File: config.mk
export PLATFORM = sky130hd
export DESIGN_NAME = mu0_control_flat
export DESIGN_NICKNAME = d
export VERILOG_FILES = /design/src/rtl/mu0_control_if.sv /design/src/rtl/mu0_control.sv /design/src/flat_wrapper.sv
export SDC_FILE = /design/constraint.sdc
export NUM_CORES = 1
export LEC_CHECK = 0
export ABC_AREA = 1
export CAP_MARGIN = 20
export CORE_AREA = 4 4 41 43
export DETAILED_ROUTE_END_ITERATION = 12
export DIE_AREA = 0 0 45 47
export GPL_ROUTABILITY_DRIVEN = 1
export PLACE_DENSITY = 0.74
export SETUP_SLACK_MARGIN = 0.5
export SLEW_MARGIN = 0
export SYNTH_ARGS = -nofsm -noshare
export SYNTH_HDL_FRONTEND = slang
export SYNTH_SLANG_ARGS = --single-unit
File: constraint.sdc
create_clock -name Clk -period 1.5 [get_ports Clk]
set_input_delay 0.375 -clock Clk [delete_from_list [all_inputs] [get_ports Clk]]
set_output_delay 0.375 -clock Clk [all_outputs]
set_load 0.05 [all_outputs]
File: src/rtl/mu0_control_if.sv
// Control/status bundle between the MU0 controller and its datapath and memory.
// Signal names keep the legacy port names so existing datapath wiring maps one-to-one.
interface mu0_control_if;
  logic [3:0] F;
  logic       N;
  logic       Z;
  logic       MEM_ready;
  logic       Addr_sel;
  logic       X_sel;
  logic       Y_sel;
  logic [1:0] ALU_fs;
  logic       Acc_ce;
  logic       PC_ce;
  logic       IR_ce;
  logic       Acc_oe;
  logic       MEM_rd;
  logic       MEM_wr;
  logic       Halted;
  logic       Fault;

  modport master (
    input  F, N, Z, MEM_ready,
    output Addr_sel, X_sel, Y_sel, ALU_fs, Acc_ce, PC_ce, IR_ce, Acc_oe,
           MEM_rd, MEM_wr, Halted, Fault
  );

  modport slave (
    output F, N, Z, MEM_ready,
    input  Addr_sel, X_sel, Y_sel, ALU_fs, Acc_ce, PC_ce, IR_ce, Acc_oe,
           MEM_rd, MEM_wr, Halted, Fault
  );
endinterface

File: src/rtl/mu0_control.sv
// MU0 fetch/execute controller: Mealy FSM driving datapath selects, register
// enables and memory requests, with a bounded memory-wait timeout to FAULT.
module mu0_control #(
  parameter int unsigned TIMEOUT = 15
) (
  input  logic          Clk,
  input  logic          nReset,
  mu0_control_if.master bus
);

  localparam logic [1:0] FETCH = 2'd0;
  localparam logic [1:0] EXEC  = 2'd1;
  localparam logic [1:0] HALT  = 2'd2;
  localparam logic [1:0] FAULT = 2'd3;

  localparam logic [3:0] TIMEOUT_C = TIMEOUT[3:0];

  logic [1:0] state_q, state_d;
  logic [3:0] wait_q, wait_d;
  logic       ready;
  logic       timed_out;
  logic       addr_sel, x_sel, y_sel;
  logic [1:0] alu_fs;
  logic       acc_ce, pc_ce, ir_ce, acc_oe;
  logic       mem_rd, mem_wr, halted, fault;

  // Gating ready with reset makes the reset-time outputs the FETCH/not-ready values.
  assign ready     = bus.MEM_ready & nReset;
  assign timed_out = (wait_q == TIMEOUT_C) && !ready;

  always_comb begin
    addr_sel = 1'b0;
    x_sel    = 1'b0;
    y_sel    = 1'b0;
    alu_fs   = 2'b00;
    acc_ce   = 1'b0;
    pc_ce    = 1'b0;
    ir_ce    = 1'b0;
    acc_oe   = 1'b0;
    mem_rd   = 1'b0;
    mem_wr   = 1'b0;
    halted   = 1'b0;
    fault    = 1'b0;
    state_d  = state_q;
    unique case (state_q)
      FETCH: begin
        mem_rd = 1'b1;
        x_sel  = 1'b1;
        alu_fs = 2'b10;
        ir_ce  = ready;
        pc_ce  = ready;
        if (ready)          state_d = EXEC;
        else if (timed_out) state_d = FAULT;
      end
      EXEC: begin
        unique case (bus.F)
          4'd0: begin
            addr_sel = 1'b1;
            mem_rd   = 1'b1;
            acc_ce   = ready;
          end
          4'd1: begin
            addr_sel = 1'b1;
            mem_wr   = 1'b1;
            acc_oe   = 1'b1;
          end
          4'd2, 4'd3: begin
            addr_sel = 1'b1;
            mem_rd   = 1'b1;
            alu_fs   = (bus.F == 4'd3) ? 2'b11 : 2'b01;
            acc_ce   = ready;
          end
          4'd4, 4'd5, 4'd6: begin
            y_sel   = 1'b1;
            pc_ce   = (bus.F == 4'd4) ? 1'b1 :
                      (bus.F == 4'd5) ? ~bus.N : ~bus.Z;
            state_d = FETCH;
          end
          4'd7:    state_d = HALT;
          default: state_d = FAULT;
        endcase
        if (bus.F < 4'd4) begin
          if (ready)          state_d = FETCH;
          else if (timed_out) state_d = FAULT;
        end
      end
      HALT:    halted = 1'b1;
      default: fault  = 1'b1;
    endcase
  end

  always_comb begin
    wait_d = wait_q;
    if (state_d != state_q || ready) wait_d = '0;
    else if (mem_rd || mem_wr)       wait_d = wait_q + 4'd1;
  end

  always_ff @(posedge Clk or negedge nReset) begin
    if (!nReset) begin
      state_q <= FETCH;
      wait_q  <= '0;
    end else begin
      state_q <= state_d;
      wait_q  <= wait_d;
    end
  end

  assign bus.Addr_sel = addr_sel;
  assign bus.X_sel    = x_sel;
  assign bus.Y_sel    = y_sel;
  assign bus.ALU_fs   = alu_fs;
  assign bus.Acc_ce   = acc_ce;
  assign bus.PC_ce    = pc_ce;
  assign bus.IR_ce    = ir_ce;
  assign bus.Acc_oe   = acc_oe;
  assign bus.MEM_rd   = mem_rd;
  assign bus.MEM_wr   = mem_wr;
  assign bus.Halted   = halted;
  assign bus.Fault    = fault;

endmodule

File: src/flat_wrapper.sv
// flat-port wrapper written by rule: the top's interface ports become plain ports
module mu0_control_flat 
#(
  parameter int unsigned TIMEOUT = 15
)
  (Clk, nReset, bus_F, bus_N, bus_Z, bus_MEM_ready, bus_Addr_sel, bus_X_sel, bus_Y_sel, bus_ALU_fs, bus_Acc_ce, bus_PC_ce, bus_IR_ce, bus_Acc_oe, bus_MEM_rd, bus_MEM_wr, bus_Halted, bus_Fault);
  mu0_control_if bus_i ();
  input  logic Clk;
  input  logic nReset;
  input wire logic [$bits(bus_i.F)-1:0] bus_F;
  input wire logic [$bits(bus_i.N)-1:0] bus_N;
  input wire logic [$bits(bus_i.Z)-1:0] bus_Z;
  input wire logic [$bits(bus_i.MEM_ready)-1:0] bus_MEM_ready;
  output wire logic [$bits(bus_i.Addr_sel)-1:0] bus_Addr_sel;
  output wire logic [$bits(bus_i.X_sel)-1:0] bus_X_sel;
  output wire logic [$bits(bus_i.Y_sel)-1:0] bus_Y_sel;
  output wire logic [$bits(bus_i.ALU_fs)-1:0] bus_ALU_fs;
  output wire logic [$bits(bus_i.Acc_ce)-1:0] bus_Acc_ce;
  output wire logic [$bits(bus_i.PC_ce)-1:0] bus_PC_ce;
  output wire logic [$bits(bus_i.IR_ce)-1:0] bus_IR_ce;
  output wire logic [$bits(bus_i.Acc_oe)-1:0] bus_Acc_oe;
  output wire logic [$bits(bus_i.MEM_rd)-1:0] bus_MEM_rd;
  output wire logic [$bits(bus_i.MEM_wr)-1:0] bus_MEM_wr;
  output wire logic [$bits(bus_i.Halted)-1:0] bus_Halted;
  output wire logic [$bits(bus_i.Fault)-1:0] bus_Fault;
  assign bus_i.F = bus_F;
  assign bus_i.N = bus_N;
  assign bus_i.Z = bus_Z;
  assign bus_i.MEM_ready = bus_MEM_ready;
  assign bus_Addr_sel = bus_i.Addr_sel;
  assign bus_X_sel = bus_i.X_sel;
  assign bus_Y_sel = bus_i.Y_sel;
  assign bus_ALU_fs = bus_i.ALU_fs;
  assign bus_Acc_ce = bus_i.Acc_ce;
  assign bus_PC_ce = bus_i.PC_ce;
  assign bus_IR_ce = bus_i.IR_ce;
  assign bus_Acc_oe = bus_i.Acc_oe;
  assign bus_MEM_rd = bus_i.MEM_rd;
  assign bus_MEM_wr = bus_i.MEM_wr;
  assign bus_Halted = bus_i.Halted;
  assign bus_Fault = bus_i.Fault;
  mu0_control #(.TIMEOUT(TIMEOUT)) u_core (.Clk(Clk), .nReset(nReset), .bus(bus_i));
endmodule
==> out/metrics.yaml, run 1 <==
run_status:
  haltStage: "global routing (5_1_grt)"
  status: "aborted with a tool error"
  tool.error: "[ERROR DPL-0038] Utilization greater than 100%, impossible to legalize"
place:
  place_congestion: 0.791
  dp_cells: 137
  dp_hpwl_um: 1570
  io_buffers: 21
synth:
  synth_fp_nets: 92
  syn_inst: 82
  netlist.area_leader.share_pct: 29.0
  ys_warn_count: 0
  synth_cell_type_count: 19
  avgSynthCellArea_um2: 6.32
  netlist_area_um2: 518
  yosys.area.top_type: "dfrtp_1"
  ys_top_cells_by_area: "dfrtp_1 (29%), nand2_1 (13%), nor2_1 (9.4%)"
  ys_seq_area_share_pct: 29.0
  ys_ff_latch: 6
floorplan:
  chipWidth_um: 45
  io_pins: 22
  die_h_um: 47
  rows: 13
  start_util_pct: 39.8
global_route:
  grt_max_degree: 7
sta:
  endpoint_type: "top-level output"
  worstEndpointGrtRepair: "bus_MEM_wr"
cts:
  numCtsBuffers: 3
  cts_sinks: 6
  holdBufCountCts: 0
  clockBufferDepth: 2
  htree_levels: 1
  cts-root-buf: "clkbuf_4"
-- stage by stage --
stage | instance area (um2) | worst slack, ns | utilization, %
after global placement | 1070 | -0.588 | 82.6
after detailed placement | 1070 | -0.632 | 82.6
after floorplan | 577 | -0.477 | -
after CTS | 1260 | -0.190 | 96.5
-- what timing repair did --
item,in CTS
pin swaps,12
hold endpoints to repair,0
cloned,0
gates resized for setup,43
endpoints found under the setup margin,19
buffers inserted,9
-- Yosys cell counts --
master,instances
a21oi_1,2
a21oi_2,1
nand4_1,3
nor2_2,3
buf_4,1
dfrtp_1,6
nor2_4,1
xnor2_1,1
nor2_1,13
nand3_2,1
nand2_1,18
inv_1,11
o21ai_0,4
ha_1,1
xor2_1,2
nand3_1,6
inv_2,6
a311oi_1,1
nor3_1,1
-- kinds of logic after synthesis --
group / share of synthesized area [%]
xor gates and xnor gates: 5.07
adders and majority gates: 2.42
AOI/OAI and AO/OA: 9.18
buffers and inverters: 13.8
DFF: 29.0
and+or+nand+nor: 40.6
==> inputs of run 2 (changes only) <==
--- a/config.mk
+++ b/config.mk
@@ -7,12 +7,11 @@
 export LEC_CHECK = 0
 export ABC_AREA = 1
 export CAP_MARGIN = 20
-export CORE_AREA = 4 4 41 43
+export CORE_AREA = 4 4 65 67
 export DETAILED_ROUTE_END_ITERATION = 12
-export DIE_AREA = 0 0 45 47
+export DIE_AREA = 0 0 69 71
 export GPL_ROUTABILITY_DRIVEN = 1
-export PLACE_DENSITY = 0.74
-export SETUP_SLACK_MARGIN = 0.5
+export PLACE_DENSITY_LB_ADDON = 0.15
 export SLEW_MARGIN = 0
 export SYNTH_ARGS = -nofsm -noshare
 export SYNTH_HDL_FRONTEND = slang
==> run 2 against run 1 <==
- the flow now finishes, with violations (negative setup slack)
- synthesized cell count unchanged
- synthesized area stayed put
==> out/metrics.yaml, run 2 <==
floorplan:
  start_util_pct: 14.3  # -26 points
  dieArea_um2: 4900
  rows: 22  # +9
  coreArea_um2: 3630
  die_h_um: 71  # +51%
  io_pins: 22  # unchanged
  chipWidth_um: 69  # +53%
synth:
  ys_warn_count: 0  # unchanged
  ys_seq_area_share_pct: 29.0  # unchanged
  synth_cell_type_count: 19  # unchanged
  syn_inst: 82  # unchanged
  ys.flop_type: "dfrtp_1"
  synth_commonest_cells: "nand2_1 (18), nor2_1 (13), inv_1 (11)"
  ys_ff_latch: 6  # unchanged
  netlist_area_um2: 518  # unchanged
  netlist.area_leader.share_pct: 29.0  # unchanged
  synth_fp_nets: 92  # unchanged
  yosys.area.top_type: "dfrtp_1"
  synth.most_common_cell: "nand2_1"
  ys_top_cells_by_area: "dfrtp_1 (29%), nand2_1 (13%), nor2_1 (9.4%)"
  async_reset_ff_share_pct: 100  # unchanged
  avgSynthCellArea_um2: 6.32  # unchanged
  synth_edf_count: 0  # unchanged
critical_path:
  setup.worst_path.end_class: "output port"
  r2r_slack_ns: 0.06
  path_max_fanout: 3
  arrival_ns: 1.31
  rr_startpoint: "u_core.state_q[1]$_DFF_PN0_"
  crit_path_top_delay_cell: "dfrtp_2"
  critPathRequiredTime_ns: 1.12
  crit_path_max_incr_delay_ns: 0.42
  crit_family: "flip-flops"
  worstSetupPathType: "reg -> out"
  crit_top_cell: "nor2_4"
  rr_endpoint: "u_core.wait_q[1]$_DFFE_PN0P_"
  critPathBufInv: 3
  reg2reg_depth: 10
  worstSetupStartpointType: "flop"
  crit_path_cell_trace: "nor2_4, inv_4, nor2_4, inv_2, nor2_4, buf_12"
sta:
  min_period_ns: 1.68
  fmax_mhz: 595
  finClkSkew_ns: 0.00575
  setup_viol: 12
  finalHoldViolations: 0
  post-route-period-util_pct: 112
  worst_slew_pin_slew_ns: 0.273
  slew_violations: 0
  setup_slack_ns: -0.180
  rsz0062_at_grt: "true"
  slew_headroom_pct: 81.7
routing:
  vias_per_cell: 3.77
  wl_per_cell_um: 9.11
  drt_first_pass_iters: 3
  wirelength_um: 1690
  route.detailed.drc: 0
  drt-initial-drc-count: 8
  vias: 701
  ant_nets: 0
global_route:
  overflow: 0
  grt_max_degree: 7
  grt.total_usage_pct: 7.29
  grt_pass1_vias: 724
  antenna_found_initial: 0
  grt_pass1_wl_um: 2950
place:
  dp_hpwl_um: 1390  # -12%
  place_congestion: 0.726  # -8.2%
  dp_cells: 170  # +24%
  dp_slack_ns: -0.631  # +0.000575 ns
  io_buffers: 21  # unchanged
power_and_ir_drop:
  leakage_nw: 0.587
  power-per-cell-area_nw_per_um2: 366
  ir_drop_uv: 454
layout:
  diodes: 0
  mostFrequentLayoutCell: "buf_4"
  fillers: 386
  drive_gt1_share_pct: 64.5
  largest_reg_flops: 4
  regArea_um2: 153
  final_cell_mix: "buf_4 (27), nand2_1 (14), buf_12 (13)"
  top_regs: "u_core.wait_q: 4 flops, u_core.state_q: 2 flops"
  fin_nets: 149
  final_cells: 186
  syn_to_final_growth_pct: 165
  multi_input_area_um2: 459
  regMostFlops: "u_core.wait_q"
run_status:
  status: "finished, violations left"
  violations: "negative setup slack"
cts:
  numCtsBuffers: 3  # unchanged
  cts_tree: "done"
  clockBufferDepth: 2  # unchanged
  clk_latency_ns: 0.22
  htree_levels: 1  # unchanged
  cts_sinks: 6  # unchanged
  holdBufCountCts: 0  # unchanged
  cts-root-buf: "clkbuf_8"
  clk_transition_reported_paths_ns: 0.04
worst_hold_path:
  min_path_type: "in -> async"
run:
  drv_cap: 0
## run 2: cell counts after synthesis
No cell type changed its count.
## run 2: area by class of cell
cell class	count	area share, %
Clock buffer	4	3.28
Inverter	17	5.20
Multi-Input combinational cell	58	33.5
Sequential cell	6	11.1
Tap cell	48	4.38
Timing Repair Buffer	53	42.5
## run 2: where the power goes
group          switching, mW  internal (mW)  leakage [nW]
logic                 0.0502         0.0436         0.492
registers                  0          0.163        0.0728
clock network         0.0627          0.182        0.0228
## run 2: cells by family (layout without fill, tap and decap cells)
logic type | after synthesis | count (layout) | share of synthesized area (%)
xor gates and xnor gates | 3 | 3 | 5.07
DFF | 6 | 6 | 29.0
adders and majority gates | 1 | 1 | 2.42
buffers and inverters | 18 | 74 | 13.8
and+or+nand+nor | 46 | 46 | 40.6
AOI/OAI and AO/OA | 8 | 8 | 9.18
## run 2: worst reg2reg max path: cells and delay by family, from the launching register on
kind	cells	cell delay (ns)
and+or+nand+nor	3	0.12
AOI/OAI and AO/OA	1	0.15
DFF	1	0.42
buffers and inverters	6	0.64
## run 2: timing repair
action	in CTS	in global routing
pin swaps	12	8
endpoints found under the setup margin	19	16
buffers inserted	8	4
resized for setup	36	15
cloned	0	0
## run 2: layer usage
layer | routed length [um] | global-route usage, % | up-vias
met4 | 0 | 1.30 | 0
met5 | 0 | 0 | -
met2 | 933 | 14.2 | 16
met1 | 676 | 7.11 | 312
li1 | - | - | 373
met3 | 84 | 3.27 | 0
## run 2: per-stage QoR
step / area (um2) / util, % / hold WS (ns) / TNS [ns] / total power [mW]
after floorplan: 569 / - / 0.0794 / -2.81 / 0.194
after global placement: 1110 / 30.5 / 0.577 / -7.15 / 0.249
after detailed placement: 1110 / 30.5 / 0.579 / -7.18 / 0.248
after CTS: 1270 / 35.1 / 0.295 / -1.59 / 0.508
after global routing: 1370 / 37.7 / 0.350 / -2.46 / 0.537
final: 1370 / 37.7 / 0.336 / -1.63 / 0.501
## run 2: worst max-delay path by stage
stage                           startpoint    endpoint  slack (ns)  cells after the start
2_1_floorplan  u_core.state_q[0]$_DFF_PN0_  bus_MEM_wr       -0.48                      7
3_3_place_gp                      bus_F[3]   bus_PC_ce       -0.63                      9
3_5_place_dp                      bus_F[3]   bus_PC_ce       -0.63                      9
4_1_cts        u_core.state_q[1]$_DFF_PN0_  bus_MEM_rd       -0.18                      5
5_1_grt        u_core.state_q[1]$_DFF_PN0_  bus_MEM_wr       -0.25                      6
6_report       u_core.state_q[1]$_DFF_PN0_  bus_Acc_oe       -0.18                      6
Note: power is estimated with default switching activity, not from simulation.
==> inputs of run 3 (changes only) <==
--- a/config.mk
+++ b/config.mk
@@ -11,6 +11,8 @@
 export DETAILED_ROUTE_END_ITERATION = 12
 export DIE_AREA = 0 0 69 71
 export GPL_ROUTABILITY_DRIVEN = 1
+export GPL_TIMING_DRIVEN = 0
+export HOLD_SLACK_MARGIN = 0.05
 export PLACE_DENSITY_LB_ADDON = 0.15
 export SLEW_MARGIN = 0
 export SYNTH_ARGS = -nofsm -noshare
==> run 3 against run 2 <==
- the flow still finishes with violations (negative setup slack)
- utilization decreased by 9.2 points
- clock power about the same
- flip-flop and latch count unchanged
- power fell by 3.7%
- global-route usage fell by 0.71 points
- cell area down 24%
- largest power group unchanged
- combinational power down 21%
- setup slack got worse by 0.021 ns
- critical path depth up 2
- register-to-register slack better by 0.08 ns
- via count shrank 9.4%
- hold slack better by 0.27 ns
==> out/metrics.yaml, run 3 (synthesized netlist as in run 2, its figures left out) <==
run_status:
  status: "finished, violations left"
  violations: "negative setup slack"
global_route:
  overflow: 0  # unchanged
  antenna_found_initial: 0  # unchanged
  grt_pass1_wl_um: 2660  # -10%
  grt_max_degree: 9  # +2
  grt_pass1_vias: 609  # -16%
  grt.total_usage_pct: 6.58  # -0.71 points
layout:
  fin_nets: 132  # -11%
  mostFrequentLayoutCell: "buf_4"
  final_cells: 169  # -9.1%
  top_regs: "u_core.wait_q: 4 flops, u_core.state_q: 2 flops"
  diodes: 0  # unchanged
  syn_to_final_growth_pct: 100
  final_cell_mix: "buf_4 (16), nand2_1 (15), buf_6 (9)"
  largest_reg_flops: 4  # unchanged
  drive_gt1_share_pct: 55.4  # -9.1 points
  regMostFlops: "u_core.wait_q"
  fin_area_um2: 1040  # -24%
cts:
  cts_tree: "done"
  numCtsBuffers: 3  # unchanged
  clk_transition_reported_paths_ns: 0.04  # about the same
  cts_sinks: 6  # unchanged
  htree_levels: 1  # unchanged
  cts-root-buf: "clkbuf_8"
  clockBufferDepth: 2  # unchanged
  clk_latency_ns: 0.22  # about the same
sta:
  setup_slack_ns: -0.202  # -0.0214 ns
  worst_slew_pin_slew_ns: 0.278  # +0.00469 ns
  rsz0062_at_grt: "true"
  finalHoldViolations: 0  # unchanged
  slew_violations: 0  # unchanged
  fmax_mhz: 588  # -1.3%
  min_period_ns: 1.70  # +0.0214 ns
  fin_tns_setup_ns: -1.45  # +0.180 ns
  finClkSkew_ns: 0.00283  # -0.00292 ns
  post-route-period-util_pct: 113  # +1.4 points
  slew_headroom_pct: 81.4  # -0.31 points
  setup_viol: 11  # -1
critical_path:
  crit_path_top_delay_cell: "dfrtp_2"
  arrival_ns: 1.33  # +0.02 ns
  critPathRequiredTime_ns: 1.12  # about the same
  crit_path_max_incr_delay_ns: 0.40  # -0.02 ns
  crit_top_cell: "nor2_4"
  critPathBufInv: 5  # +2
  crit_path_cell_trace: "inv_4, nor2_4, inv_4, nor2_4, inv_2, nor2_4, buf_6, buf_8"
  setup.worst_path.end_class: "output port"
  path_max_fanout: 4  # +1
  worstSetupStartpointType: "flop"
  worstSetupPathType: "reg -> out"
  crit_family: "flip-flops"
routing:
  vias: 635  # -9.4%
  wirelength_um: 1500  # -12%
  route.detailed.drc: 0  # unchanged
  drt-initial-drc-count: 29  # +21
  wl_per_cell_um: 8.86  # -2.7%
  ant_nets: 0  # unchanged
  vias_per_cell: 3.76  # -0.30%
  drt_first_pass_iters: 4  # +1
place:
  dp_slack_ns: -1.32  # -0.684 ns
  dp_cells: 151  # -11%
  place_congestion: 0.679  # -6.6%
  placed_area_um2: 840  # -24%
  io_buffers: 21  # unchanged
  dp_hpwl_um: 1250  # -10%
floorplan:
  start_util_pct: 14.3  # unchanged
  die_h_um: 71  # unchanged
  chipWidth_um: 69  # unchanged
  io_pins: 22  # unchanged
  dieArea_um2: 4900  # unchanged
  rows: 22  # unchanged
  coreArea_um2: 3630  # unchanged
power_and_ir_drop:
  power-per-cell-area_nw_per_um2: 466  # +27%
  p_total_mw: 0.483  # -3.7%
  leakage_nw: 0.466  # -21%
  ir_drop_uv: 649  # +43%
run:
  drv_cap: 0  # unchanged
worst_hold_path:
  min_path_type: "reg -> reg"
==> run 3: cell count changes in the layout (fill, tap and decap cells not counted), sizes merged <==
cell	change
dlygate4sd2	-2
clkdlybuf4s50	+1
dlygate4sd3	+1
buf	-17
==> run 3: final timing paths <==
| kind | start | end | slack, ns | depth (start not counted) |
|---|---|---|---|---|
| max | u_core.state_q[0]$_DFF_PN0_ | bus_MEM_wr | -0.20 | 8 |
| min | u_core.wait_q[3]$_DFFE_PN0P_ | u_core.wait_q[3]$_DFFE_PN0P_ | 0.60 | 2 |
| max reg2reg | u_core.wait_q[1]$_DFFE_PN0P_ | u_core.wait_q[0]$_DFFE_PN0P_ | 0.14 | 10 |
| min reg2reg | u_core.wait_q[3]$_DFFE_PN0P_ | u_core.wait_q[3]$_DFFE_PN0P_ | 0.60 | 2 |
| max in group asynchronous | nReset | u_core.state_q[0]$_DFF_PN0_ | 0.64 | 2 |
| min in group asynchronous | nReset | u_core.wait_q[2]$_DFFE_PN0P_ | 0.62 | 2 |
==> run 3: worst register-to-register path: stages (launching register included) <==
cell and delay, ns:
dfrtp_1 0.36, ha_2 0.19, nand2_1 0.06, nor2_2 0.11, nand2_1 0.06, nand4_1 0.06
nand2_1 0.05, nand2_1 0.05, nand3_1 0.10, nand3_2 0.14, nor2_1 0.06
==> run 3: through the flow <==
step           hold slack (ns)  util (%)
2_1_floorplan           0.0794         -
3_3_place_gp             0.587      23.1
3_5_place_dp             0.577      23.1
4_1_cts                 0.0962      27.2
5_1_grt                  0.630      28.5
6_report                 0.602      28.5
==> run 3: layout make-up <==
class                           count  area, um2
Timing Repair Buffer               35        312
Sequential cell                     6        153
Buffer                              1       11.3
Clock buffer                        4       45.0
Tap cell                           48       60.1
Fill cell                         415       2600
Multi-Input combinational cell     58        387
Inverter                           17       68.8
==> run 3: timing repair <==
item | in CTS | in global routing
endpoints found under the setup margin | 19 | 16
buffers inserted | 10 | 3
endpoints found under the hold margin | 0 | 6
pin swaps | 11 | 2
resized for setup | 116 | 11
hold buffers | 0 | 1
==> run 3: routing by layer <==
metal,share of wire (%),global-route usage [%],vias up,wire length (um)
met3,5.5,2.70,2,83
met5,0,0,-,0
met2,49,10.7,16,727
li1,-,-,336,-
met1,45,7.69,281,680
met4,0.53,2.60,0,8
==> run 3: power by group <==
part           switching (mW)  internal [mW]  total, mW  leakage (nW)
clock network          0.0639          0.182      0.246        0.0228
logic                  0.0421         0.0316     0.0737         0.371
registers                   0          0.163      0.163        0.0728
